## src/rtl/fwd_pkg.sv

```systemverilog
// Shared select encodings and pipeline-slot record for the forwarding/hazard unit.
package fwd_pkg;

   // Slot rd is stored zero-extended so the record stays fixed-width for any RA_W <= RA_MAX_W.
   localparam int unsigned RA_MAX_W = 8;

   localparam logic [1:0] FWD_SEL_REG = 2'b00;
   localparam logic [1:0] FWD_SEL_WB  = 2'b01;
   localparam logic [1:0] FWD_SEL_MEM = 2'b10;

   typedef struct packed {
      logic                valid;
      logic [RA_MAX_W-1:0] rd;
      logic                rd_we;
      logic                is_load;
   } slot_t;

   // x0 is hard-wired zero, so it never produces a dependency.
   function automatic logic slot_writes(input slot_t s, input logic [RA_MAX_W-1:0] r);
      return s.valid && s.rd_we && (s.rd == r) && (r != '0);
   endfunction

endpackage

```

## src/rtl/fwd_src_sel.sv

```systemverilog
// One EX operand: compares against MEM/WB destinations and picks the operand source.
module fwd_src_sel
   import fwd_pkg::*;
#(
   parameter int XLEN   = 32,
   parameter int RA_W   = 5,
   parameter int FWD_EN = 1
) (
   input  logic [RA_W-1:0] rs_addr,
   input  logic            rs_used,
   input  slot_t           mem_slot,
   input  slot_t           wb_slot,
   input  logic [XLEN-1:0] rs_data,
   input  logic [XLEN-1:0] mem_alu_result,
   input  logic [XLEN-1:0] wb_rd_data,
   output logic [1:0]      fwd_sel,
   output logic [XLEN-1:0] fwd_data
);

   logic [RA_MAX_W-1:0] rs_ext;
   assign rs_ext = RA_MAX_W'(rs_addr);

   always_comb begin
      fwd_sel = FWD_SEL_REG;
      if (FWD_EN != 0 && rs_used) begin
         // A MEM-slot load has no data yet; its consumer was held back one cycle.
         if (slot_writes(mem_slot, rs_ext) && !mem_slot.is_load)
            fwd_sel = FWD_SEL_MEM;
         else if (slot_writes(wb_slot, rs_ext))
            fwd_sel = FWD_SEL_WB;
      end
   end

   always_comb begin
      case (fwd_sel)
         FWD_SEL_MEM: fwd_data = mem_alu_result;
         FWD_SEL_WB:  fwd_data = wb_rd_data;
         default:     fwd_data = rs_data;
      endcase
   end

endmodule

```

## src/rtl/fwd_hazard_unit.sv

```systemverilog
// Forwarding and hazard unit: tracks EX/MEM/WB destinations, selects EX operands,
// raises the ID stall and counts stall cycles.
module fwd_hazard_unit
   import fwd_pkg::*;
#(
   parameter int XLEN    = 32,
   parameter int NUM_SRC = 2,
   parameter int RA_W    = 5,
   parameter int FWD_EN  = 1,
   parameter int CNT_W   = 16
) (
   input  logic                    clk,
   input  logic                    reset,
   input  logic                    id_valid,
   input  logic [NUM_SRC*RA_W-1:0] id_rs_addr,
   input  logic [NUM_SRC-1:0]      id_rs_used,
   input  logic [RA_W-1:0]         id_rd,
   input  logic                    id_rd_we,
   input  logic                    id_is_load,
   input  logic                    flush,
   input  logic [NUM_SRC*XLEN-1:0] ex_rs_data,
   input  logic [XLEN-1:0]         mem_alu_result,
   input  logic [XLEN-1:0]         wb_rd_data,
   output logic                    id_stall,
   output logic [NUM_SRC*2-1:0]    ex_fwd_sel,
   output logic [NUM_SRC*XLEN-1:0] ex_fwd_data,
   output logic [CNT_W-1:0]        stall_cycles
);

   slot_t                   ex_q, mem_q, wb_q;
   logic [NUM_SRC*RA_W-1:0] ex_rs_addr_q;
   logic [NUM_SRC-1:0]      ex_rs_used_q;
   logic                    stall;

   always_comb begin
      stall = 1'b0;
      for (int unsigned i = 0; i < NUM_SRC; i++) begin
         if (id_valid && id_rs_used[i]) begin
            if (FWD_EN != 0) begin
               if (slot_writes(ex_q, RA_MAX_W'(id_rs_addr[i*RA_W +: RA_W])) && ex_q.is_load)
                  stall = 1'b1;
            end else begin
               // WB needs no stall: the register file writes before it is read.
               if (slot_writes(ex_q,  RA_MAX_W'(id_rs_addr[i*RA_W +: RA_W])) ||
                   slot_writes(mem_q, RA_MAX_W'(id_rs_addr[i*RA_W +: RA_W])))
                  stall = 1'b1;
            end
         end
      end
   end

   assign id_stall = stall & ~flush;

   always_ff @(posedge clk or posedge reset) begin
      if (reset) begin
         ex_q         <= '0;
         mem_q        <= '0;
         wb_q         <= '0;
         ex_rs_addr_q <= '0;
         ex_rs_used_q <= '0;
         stall_cycles <= '0;
      end else begin
         wb_q          <= mem_q;
         mem_q         <= ex_q;
         ex_q.valid    <= id_valid & ~flush & ~id_stall;
         ex_q.rd       <= RA_MAX_W'(id_rd);
         ex_q.rd_we    <= id_rd_we;
         ex_q.is_load  <= id_is_load;
         ex_rs_addr_q  <= id_rs_addr;
         ex_rs_used_q  <= id_rs_used;
         if (id_stall && stall_cycles != '1)
            stall_cycles <= stall_cycles + CNT_W'(1);
      end
   end

   for (genvar i = 0; i < NUM_SRC; i++) begin : g_src
      fwd_src_sel #(
         .XLEN   (XLEN),
         .RA_W   (RA_W),
         .FWD_EN (FWD_EN)
      ) u_src_sel (
         .rs_addr        (ex_rs_addr_q[i*RA_W +: RA_W]),
         .rs_used        (ex_rs_used_q[i]),
         .mem_slot       (mem_q),
         .wb_slot        (wb_q),
         .rs_data        (ex_rs_data[i*XLEN +: XLEN]),
         .mem_alu_result (mem_alu_result),
         .wb_rd_data     (wb_rd_data),
         .fwd_sel        (ex_fwd_sel[i*2 +: 2]),
         .fwd_data       (ex_fwd_data[i*XLEN +: XLEN])
      );
   end

endmodule

```

## config.mk

```make
export PLATFORM = sky130hd
export DESIGN_NAME = fwd_hazard_unit
export DESIGN_NICKNAME = d
export VERILOG_FILES = /design/src/rtl/fwd_pkg.sv /design/src/rtl/fwd_src_sel.sv /design/src/rtl/fwd_hazard_unit.sv
export SDC_FILE = /design/constraint.sdc
export NUM_CORES = 1
export LEC_CHECK = 0
export BUFFER_PORTS_ARGS = -buffer_cell sky130_fd_sc_hd__buf_2
export CAP_MARGIN = 20
export CORE_MARGIN = 3
export CORE_UTILIZATION = 43
export CTS_CLUSTER_SIZE = 10
export DETAILED_ROUTE_END_ITERATION = 7
export GPL_ROUTABILITY_DRIVEN = 0
export GPL_TIMING_DRIVEN = 1
export PLACE_DENSITY = 0.89
export SLEW_MARGIN = 20
export SYNTH_ARGS = -nofsm -noshare
export SYNTH_HDL_FRONTEND = slang
export SYNTH_HIERARCHICAL = 1
export SYNTH_SLANG_ARGS = --single-unit
export TNS_END_PERCENT = 50
```

## constraint.sdc

```tcl
create_clock -name clk -period 3.55 [get_ports clk]
set_input_delay 0.5325 -clock clk [delete_from_list [all_inputs] [get_ports clk]]
set_output_delay 0.5325 -clock clk [all_outputs]
set_load 0.05 [all_outputs]
```

==> impl_metrics.toml, run 1 <==
[power_and_ir_drop]
p_leak_nw = 2.626
peakVddDrop_v = 0.0004675
power_density_nw_per_um2 = 249.4

[global_routing]
gr-max-usage-layer = "met2"
grtUsageMet2_pct = 45.31
grtUsageMet3_pct = 7.115
grt_pass1_vias = 4170
met1_usage_pct = 34.26
grtUsageTotal_pct = 28.08
grt_start_max_net_pins = 52
antenna_found_initial = 2
grt_pass1_wl_um = 20170
overflow = 0

[clock_tree]
clk_latency_ps = 310
cts_inserted_buffers = 5
max-clock-path-buffers = 2
cts_root_buffer = "clkbuf_8"
cts.sinks = 51
clk_pin_slew_ps = 90
htreeDepth = 2
hold_buffers = 0
cts_tree = "built"

[sta]
drv_slew = 0
clock_skew_ps = 7.142
tightest_slew_ps = 832.4
slew_headroom_pct = 44.44
max_freq_ghz = 0.2854
hold_viol = 0
period_needed_ps = 3504
setup_viol = 0
finalSetupTns_ps = 0
post-route-period-util_pct = 98.70
rsz0062_at_grt = "yes"

[min_path]
worstHoldPathType = "input pin to flop"

[synthesis]
yosysWarningCount = 6
syn-cell-area_um2 = 3485
synthCells = 416
synth_area_per_cell_um2 = 8.376

[floorplan]
start_util_pct = 44.63
io_pins = 236
num_rows = 32
core_um2 = 7807
die-area_um2 = 9220
die_w_um = 96.02
dieHeight_um = 96.02

[route]
vias = 4413
via_per_inst = 5.761
drt-total-wl_um = 14350
first_pass_iters = 5
routedWlPerCell_um = 18.73
ant_nets = 0
dr.first_iter.drc_count = 186
remaining_drc_errors = 0

[layout]
nFillCells = 537
final-seq-area_um2 = 1276
fin_nets = 817
multi_input_area_um2 = 2915
drive_above_1_share_pct = 59.21
syn2layout_area_growth_pct = 68.47
utilization_pct = 75.19

[worst_setup_path]
path_max_fanout = 21
cp_slowest_cell = "or4_4"
worstSetupPathType = "flop to output port"
cp_slowest_stage_delay_ps = 560
cp.required_ps = 3020
path_cells = "or4_4, nor2_4, nor4_4, or4_1, ha_1, buf_6, a22oi_1, o21ai_2, buf_2"
cp_num_buf_inv = 2
cp-end-kind = "output port"
cp-start-kind = "flop"
cp.arrival_ps = 2970
cpLargestDelayFamily = "simple AND/OR/NAND/NOR gates"

[run]
maxCapViolCount = 0

[placement]
dp_hpwl_um = 10940
io_buffer_count = 235

[outcome]
outcome = "complete, no violations"
area by class of cell:
cell class | count | share of cell area, %
diodes | 2 | 0.08525
clock buffers | 5 | 1.172
clock inverters | 3 | 0.7460
inverters | 1 | 0.08525
multi-input cells | 349 | 49.66
flip-flops and latches | 51 | 21.74
well taps | 102 | 2.174
repair buffers | 253 | 24.34
registers in the layout, summed over array words and instances (netlist names):
signal,cells
wb_q,7
mem_q,8
ex_rs_addr_q,10
ex_q,8
stall_cycles,16
ex_rs_used_q,2
worst paths after layout:
kind,end,depth (start not counted),start,slack [ps]
max in group asynchronous,stall_cycles[2],2,reset,2700
worst max register to register,stall_cycles[1],6,stall_cycles[0],1200
min in group asynchronous,ex_q[10],2,reset,360
worst min register to register,mem_q[0],0,ex_q[0],380
worst max-delay path,ex_fwd_data[40],9,ex_rs_addr_q[7],50
worst min-delay path,ex_q[6],1,id_rd[4],330
what timing repair did:
action                     in CTS  in global routing
setup buffers                   0                  9
cloned                          0                  1
setup endpoints to repair      14                 64
gates resized for setup        10                 57
pin swaps                       0                 16
layout by cell type, fill, tap and decap left out, drive strengths merged, types with 2 or more instances in the layout:
| cell type | count |
|---|---|
| xor2 | 14 |
| a22oi | 65 |
| or4 | 5 |
| nor4 | 8 |
| o21ai | 64 |
| nand3 | 16 |
| xnor2 | 27 |
| nand4b | 2 |
| conb | 12 |
| ha | 5 |
| and2 | 5 |
| o21bai | 2 |
| nor4b | 3 |
| diode | 2 |
| nor2 | 14 |
| and4 | 2 |
| nor3 | 3 |
| dfrtp | 51 |
| nand2 | 76 |
| buf | 245 |
| clkinv | 3 |
| clkbuf | 13 |
| nand2b | 8 |
| nand4 | 10 |
routing by layer:
layer	part of all wire, %	wire length (µm)	up-vias
met5	0	0	-
met4	4.3	611	0
met3	8.2	1176	57
met2	51	7379	261
met1	36	5180	2074
li1	-	-	2021
report_power, final:
group	total, W	internal, W	switching, W
Combinational	0.000441	0.000155	0.000286
Sequential	0.000624	0.000601	0.0000228
Clock	0.000399	0.000210	0.000189
Total	0.00146	0.000966	0.000498
through the flow:
stage	power, W	setup slack (ps)	instances	instance area [µm²]	hold WS, ps
after CTS	0.001446	-37.11	754	5487	322.4
after global routing	0.001523	-60.60	766	5871	317.2
after detailed placement	0.001048	283.5	746	5324	363.1
after floorplan	0.0008890	-111.0	427	4006	353.3
final	0.001464	46.31	766	5871	328.8
after global placement	0.001038	349.5	746	5324	361.5
Note: power is estimated with default switching activity, not from simulation.
==> inputs of run 2 (changes only) <==
--- a/config.mk
+++ b/config.mk
@@ -9,11 +9,12 @@
 export CAP_MARGIN = 20
 export CORE_MARGIN = 3
 export CORE_UTILIZATION = 43
+export CTS_CLUSTER_DIAMETER = 120
 export CTS_CLUSTER_SIZE = 10
 export DETAILED_ROUTE_END_ITERATION = 7
 export GPL_ROUTABILITY_DRIVEN = 0
-export GPL_TIMING_DRIVEN = 1
-export PLACE_DENSITY = 0.89
+export GPL_TIMING_DRIVEN = 0
+export PLACE_DENSITY_LB_ADDON = 0.1
 export SLEW_MARGIN = 20
 export SYNTH_ARGS = -nofsm -noshare
 export SYNTH_HDL_FRONTEND = slang
==> impl_metrics.toml, run 2 (synthesized netlist as in run 1, its figures left out) <==
[outcome]
outcome = "complete, no violations"

[layout]
largest_register = "stall_cycles"
fin_nets = 831
nFillCells = 572
syn2layout_area_growth_pct = 72.82
final_common_cell = "buf_2"
layout_common_cells = "buf_2, nand2_1, a22oi_2"
final_cells = 780
drive_above_1_share_pct = 61.24
largest_reg_flops = 16
final_area_um2 = 6022
top_regs = "stall_cycles (16), ex_rs_addr_q (10)"

[clock_tree]
cts_root_buffer = "clkbuf_8"
cts_tree = "built"
htreeDepth = 2
max-clock-path-buffers = 2
hold_buffers = 0
cts_inserted_buffers = 5
clk_pin_slew_ps = 80
cts.sinks = 51
clk_latency_ps = 300

[sta]
hold_viol = 0
finalWorstSetupSlack_ps = 60.26
tightest_slew_ps = 571.8
clock_skew_ps = 2.811
drv_slew = 0
rsz0062_at_grt = "yes"
period_needed_ps = 3490
max_freq_ghz = 0.2866
slew_headroom_pct = 61.88
worst_hold_slack_ps = 242.0
setup_viol = 0
post-route-period-util_pct = 98.30

[route]
via_per_inst = 5.618
drt-total-wl_um = 14470
ant_nets = 0
dr.first_iter.drc_count = 163
vias = 4382
remaining_drc_errors = 0
first_pass_iters = 5
routedWlPerCell_um = 18.55

[worst_setup_path]
r2r-start = "stall_cycles[0]"
cp.required_ps = 3020
rrSetupSlack_ps = 1260
crit_start = "ex_rs_addr_q[7]"
rr_endpoint = "stall_cycles[1]"
path_cells = "or4_4, nor2_4, nor4_4, or4_4, ha_4, buf_4, a22oi_2, o21ai_4, buf_2"
worstSetupPathType = "flop to output port"
path_max_fanout = 10
cp_slowest_stage_delay_ps = 560
cpMostUsedCell = "or4_4"
cp-start-kind = "flop"
worstRegToRegCells = 6
cp-end-kind = "output port"
cp_slowest_cell = "or4_4"
cp.arrival_ps = 2960

[placement]
placed_cell_area_um2 = 5330
dp_hpwl_um = 11180
preCtsSetupSlack_ps = -141.3
post-place-cells = 765
io_buffer_count = 235

[power_and_ir_drop]
finalPower_w = 0.001539
p_leak_nw = 2.690
power_density_nw_per_um2 = 255.6
peakVddDrop_v = 0.0002834

[floorplan]
io_pins = 236
die-area_um2 = 9220
num_rows = 32
die_w_um = 96.02
start_util_pct = 44.63
dieHeight_um = 96.02
core_um2 = 7807

[global_routing]
antenna_found_initial = 1
grt_start_max_net_pins = 31
overflow = 0
grt_pass1_wl_um = 20600
grt_pass1_vias = 4125
grtUsageTotal_pct = 28.69

[run]
maxCapViolCount = 0

[min_path]
worstHoldPathType = "input pin to async pin"
==> run 2: cell types whose count changed in the layout (fill, tap and decap cells not counted), sizes merged <==
| cell | change |
|---|---|
| clkbuf | +17 |
| clkinv | -3 |
| buf | -2 |
| bufinv | +1 |
| inv | +1 |
==> run 2: timing repair <==
item                       4_1_cts  5_1_grt
buffers inserted                 3        4
gates resized for setup         69      104
setup endpoints to repair       64       64
pin swaps                        2       17
==> run 2: worst max path at each step <==
stage	slack (ps)	to	cells past startpoint
finish	60	ex_fwd_data[38]	9
global route	-40	ex_fwd_data[12]	11
detailed placement	-140	ex_fwd_data[59]	10
floorplan	-110	ex_fwd_data[59]	9
CTS	-10	ex_fwd_data[56]	9
global placement	-100	ex_fwd_data[59]	10
==> run 2: routing by layer <==
metal  GRT usage (%)  wire (µm)  vias up
met3           6.099       1232       41
met5               0          0        -
li1                -          -     2039
met1           34.52       5446     2068
met4           10.07        418        0
met2           50.32       7372      234
==> run 2: worst max-delay path: cells and delay by family (launching register included) <==
kind            cells  cell delay [ps]
buf+inv             2              410
compound gates      2              270
flops               1              420
simple gates        4             1360
fa+ha+maj           1              200
==> run 2: cell type report <==
| type | instances | area (µm²) | area share, % |
|---|---|---|---|
| inverters | 1 | 3.754 | 0.06233 |
| repair buffers | 243 | 1360 | 22.58 |
| plain buffers | 24 | 153.9 | 2.556 |
| well taps | 102 | 127.6 | 2.119 |
| flip-flops and latches | 51 | 1276 | 21.19 |
| multi-input cells | 349 | 2963 | 49.20 |
| clock buffers | 6 | 72.57 | 1.205 |
| clock inverters | 2 | 60.06 | 0.9973 |
| diodes | 2 | 5.005 | 0.08311 |
==> run 2: metrics by stage <==
stage | TNS [ps] | util [%]
6_report | 0 | 77.13
3_3_place_gp | -180.1 | 68.01
5_1_grt | -221.9 | 77.10
2_1_floorplan | -2807 | -
3_5_place_dp | -282.9 | 68.27
4_1_cts | -12.12 | 73.17
==> run 2: power by group <==
group / switching [W] / internal, W
Clock: 0.000177 / 0.000281
Sequential: 0.0000216 / 0.000601
Combinational: 0.000287 / 0.000170
Total: 0.000486 / 0.00105
==> inputs of run 3 (changes only) <==
--- a/config.mk
+++ b/config.mk
@@ -14,7 +14,7 @@
 export DETAILED_ROUTE_END_ITERATION = 7
 export GPL_ROUTABILITY_DRIVEN = 0
 export GPL_TIMING_DRIVEN = 0
-export PLACE_DENSITY_LB_ADDON = 0.1
+export PLACE_DENSITY = 0.82
 export SLEW_MARGIN = 20
 export SYNTH_ARGS = -nofsm -noshare
 export SYNTH_HDL_FRONTEND = slang
==> impl_metrics.toml, run 3 (synthesized netlist as in run 1, its figures left out) <==
[worst_setup_path]
cp.arrival_ps = 2970
cp-end-kind = "output port"
path_cells = "or4_4, nor2_4, nor4_4, or4_1, ha_2, buf_4, a22oi_1, o21ai_2, buf_2"
cp-start-kind = "flop"
cp.required_ps = 3020
worstSetupPathType = "flop to output port"
cp_slowest_cell = "or4_4"
worstRegToRegCells = 6
cp_slowest_stage_delay_ps = 560
path_max_fanout = 10

[route]
via_per_inst = 5.558
vias = 4330
remaining_drc_errors = 0
routedWlPerCell_um = 17.95
dr.first_iter.drc_count = 156
first_pass_iters = 4
drt-total-wl_um = 13990
ant_nets = 0

[min_path]
worstHoldPathType = "input pin to async pin"

[floorplan]
die-area_um2 = 9220
io_pins = 236
dieHeight_um = 96.02
core_um2 = 7807
num_rows = 32
start_util_pct = 44.63
die_w_um = 96.02

[sta]
setup_viol = 0
slew_headroom_pct = 59.46
worst_hold_slack_ps = 220.5
max_freq_ghz = 0.2858
rsz0062_at_grt = "yes"
hold_viol = 0
post-route-period-util_pct = 98.57
tightest_slew_ps = 608.1
clock_skew_ps = 5.941
drv_slew = 0
period_needed_ps = 3499
finalSetupTns_ps = 0

[clock_tree]
clk_latency_ps = 300
cts_inserted_buffers = 5
cts_tree = "built"
htreeDepth = 2
clk_pin_slew_ps = 90
cts_root_buffer = "clkbuf_8"
max-clock-path-buffers = 2
cts.sinks = 51
hold_buffers = 0

[layout]
final-seq-area_um2 = 1276
multi_input_area_um2 = 2934
drive_above_1_share_pct = 61.04
fin_nets = 830
final_common_cell = "buf_2"
largest_register = "stall_cycles"
largest_reg_flops = 16
layout_common_cells = "buf_2, nand2_1, a22oi_2"
nFillCells = 583
top_regs = "stall_cycles (16), ex_rs_addr_q (10)"
syn2layout_area_growth_pct = 70.09
utilization_pct = 75.91

[global_routing]
antenna_found_initial = 2
grt_pass1_vias = 4301
grt_start_max_net_pins = 34
overflow = 0
grt_pass1_wl_um = 20830
grtUsageTotal_pct = 28.78

[power_and_ir_drop]
p_leak_nw = 2.658
power_density_nw_per_um2 = 258.7
peakVddDrop_v = 0.0003410

[placement]
dp_hpwl_um = 10950
io_buffer_count = 235

[run]
maxCapViolCount = 0

[outcome]
outcome = "complete, no violations"
[run 3: changes by cell type in the layout (fill, tap and decap cells not counted), moves of 2 or more]
cell / before / now
clkbuf_4: 13 / 8
buf_6: 3 / 0
buf_2: 198 / 222
buf_4: 41 / 24
ha_4: 3 / 1
ha_2: 1 / 3
[run 3: worst max-delay path, delay by kind of cell (launching register included)]
family,cells,cell delay [ps]
adder cells (fa/ha/maj),1,240
AND/OR/NAND/NOR,4,1290
flip-flops,1,420
AO/OA/AOI/OAI,2,280
buffers and inverters,2,420
[run 3: final cells by class]
cell class                 count  share of cell area (%)
multi-input combinational    349                   49.50
sequential                    51                   21.53
tap                          102                   2.153
buffer                        24                   2.660
clock inverter                 3                   1.140
timing repair buffer         242                   21.70
inverter                       1                 0.06333
antenna                        2                 0.08444
clock buffer                   5                   1.161
[run 3: through the flow]
stage	worst slack [ps]	cells	cell area [µm²]	power (W)
detailed placement	-195.8	765	5330	0.001044
global placement	-31.24	764	5310	0.001034
CTS	-11.72	772	5732	0.001528
finish	50.89	779	5927	0.001533
global route	-36.71	779	5927	0.001597
floorplan	-111.0	427	4006	0.0008890
[run 3: final timing paths]
kind                              endpoint  slack [ps]       startpoint
setup / recovery           ex_fwd_data[41]          50  ex_rs_addr_q[7]
hold / removal             ex_rs_addr_q[6]         220            reset
setup reg to reg           stall_cycles[1]        1250  stall_cycles[0]
hold reg to reg                   mem_q[1]         380          ex_q[1]
max in group asynchronous  ex_rs_addr_q[9]        2830            reset
min in group clk                   ex_q[1]         330         id_rd_we
[run 3: layer usage]
metal	part of all wire [%]	vias to the layer above	global-route usage, %
met1	36	2058	32.36
met4	4.1	0	15.52
met3	6.7	49	5.629
met5	0	-	0
met2	53	185	50.83
li1	-	2038	-
[run 3: power by group]
group / total (W) / switching (W) / leakage (nW) / internal [W]
registers: 0.000624 / 0.0000225 / 0.635 / 0.000601
logic: 0.000440 / 0.000280 / 1.96 / 0.000160
clock network: 0.000469 / 0.000189 / 0.0644 / 0.000281
[run 3: repair_timing]
action                     CTS  global route
setup endpoints to repair   64            63
buffers inserted             1             5
gates resized for setup     72            58
pin swaps                    2             8
cloned                       0             0
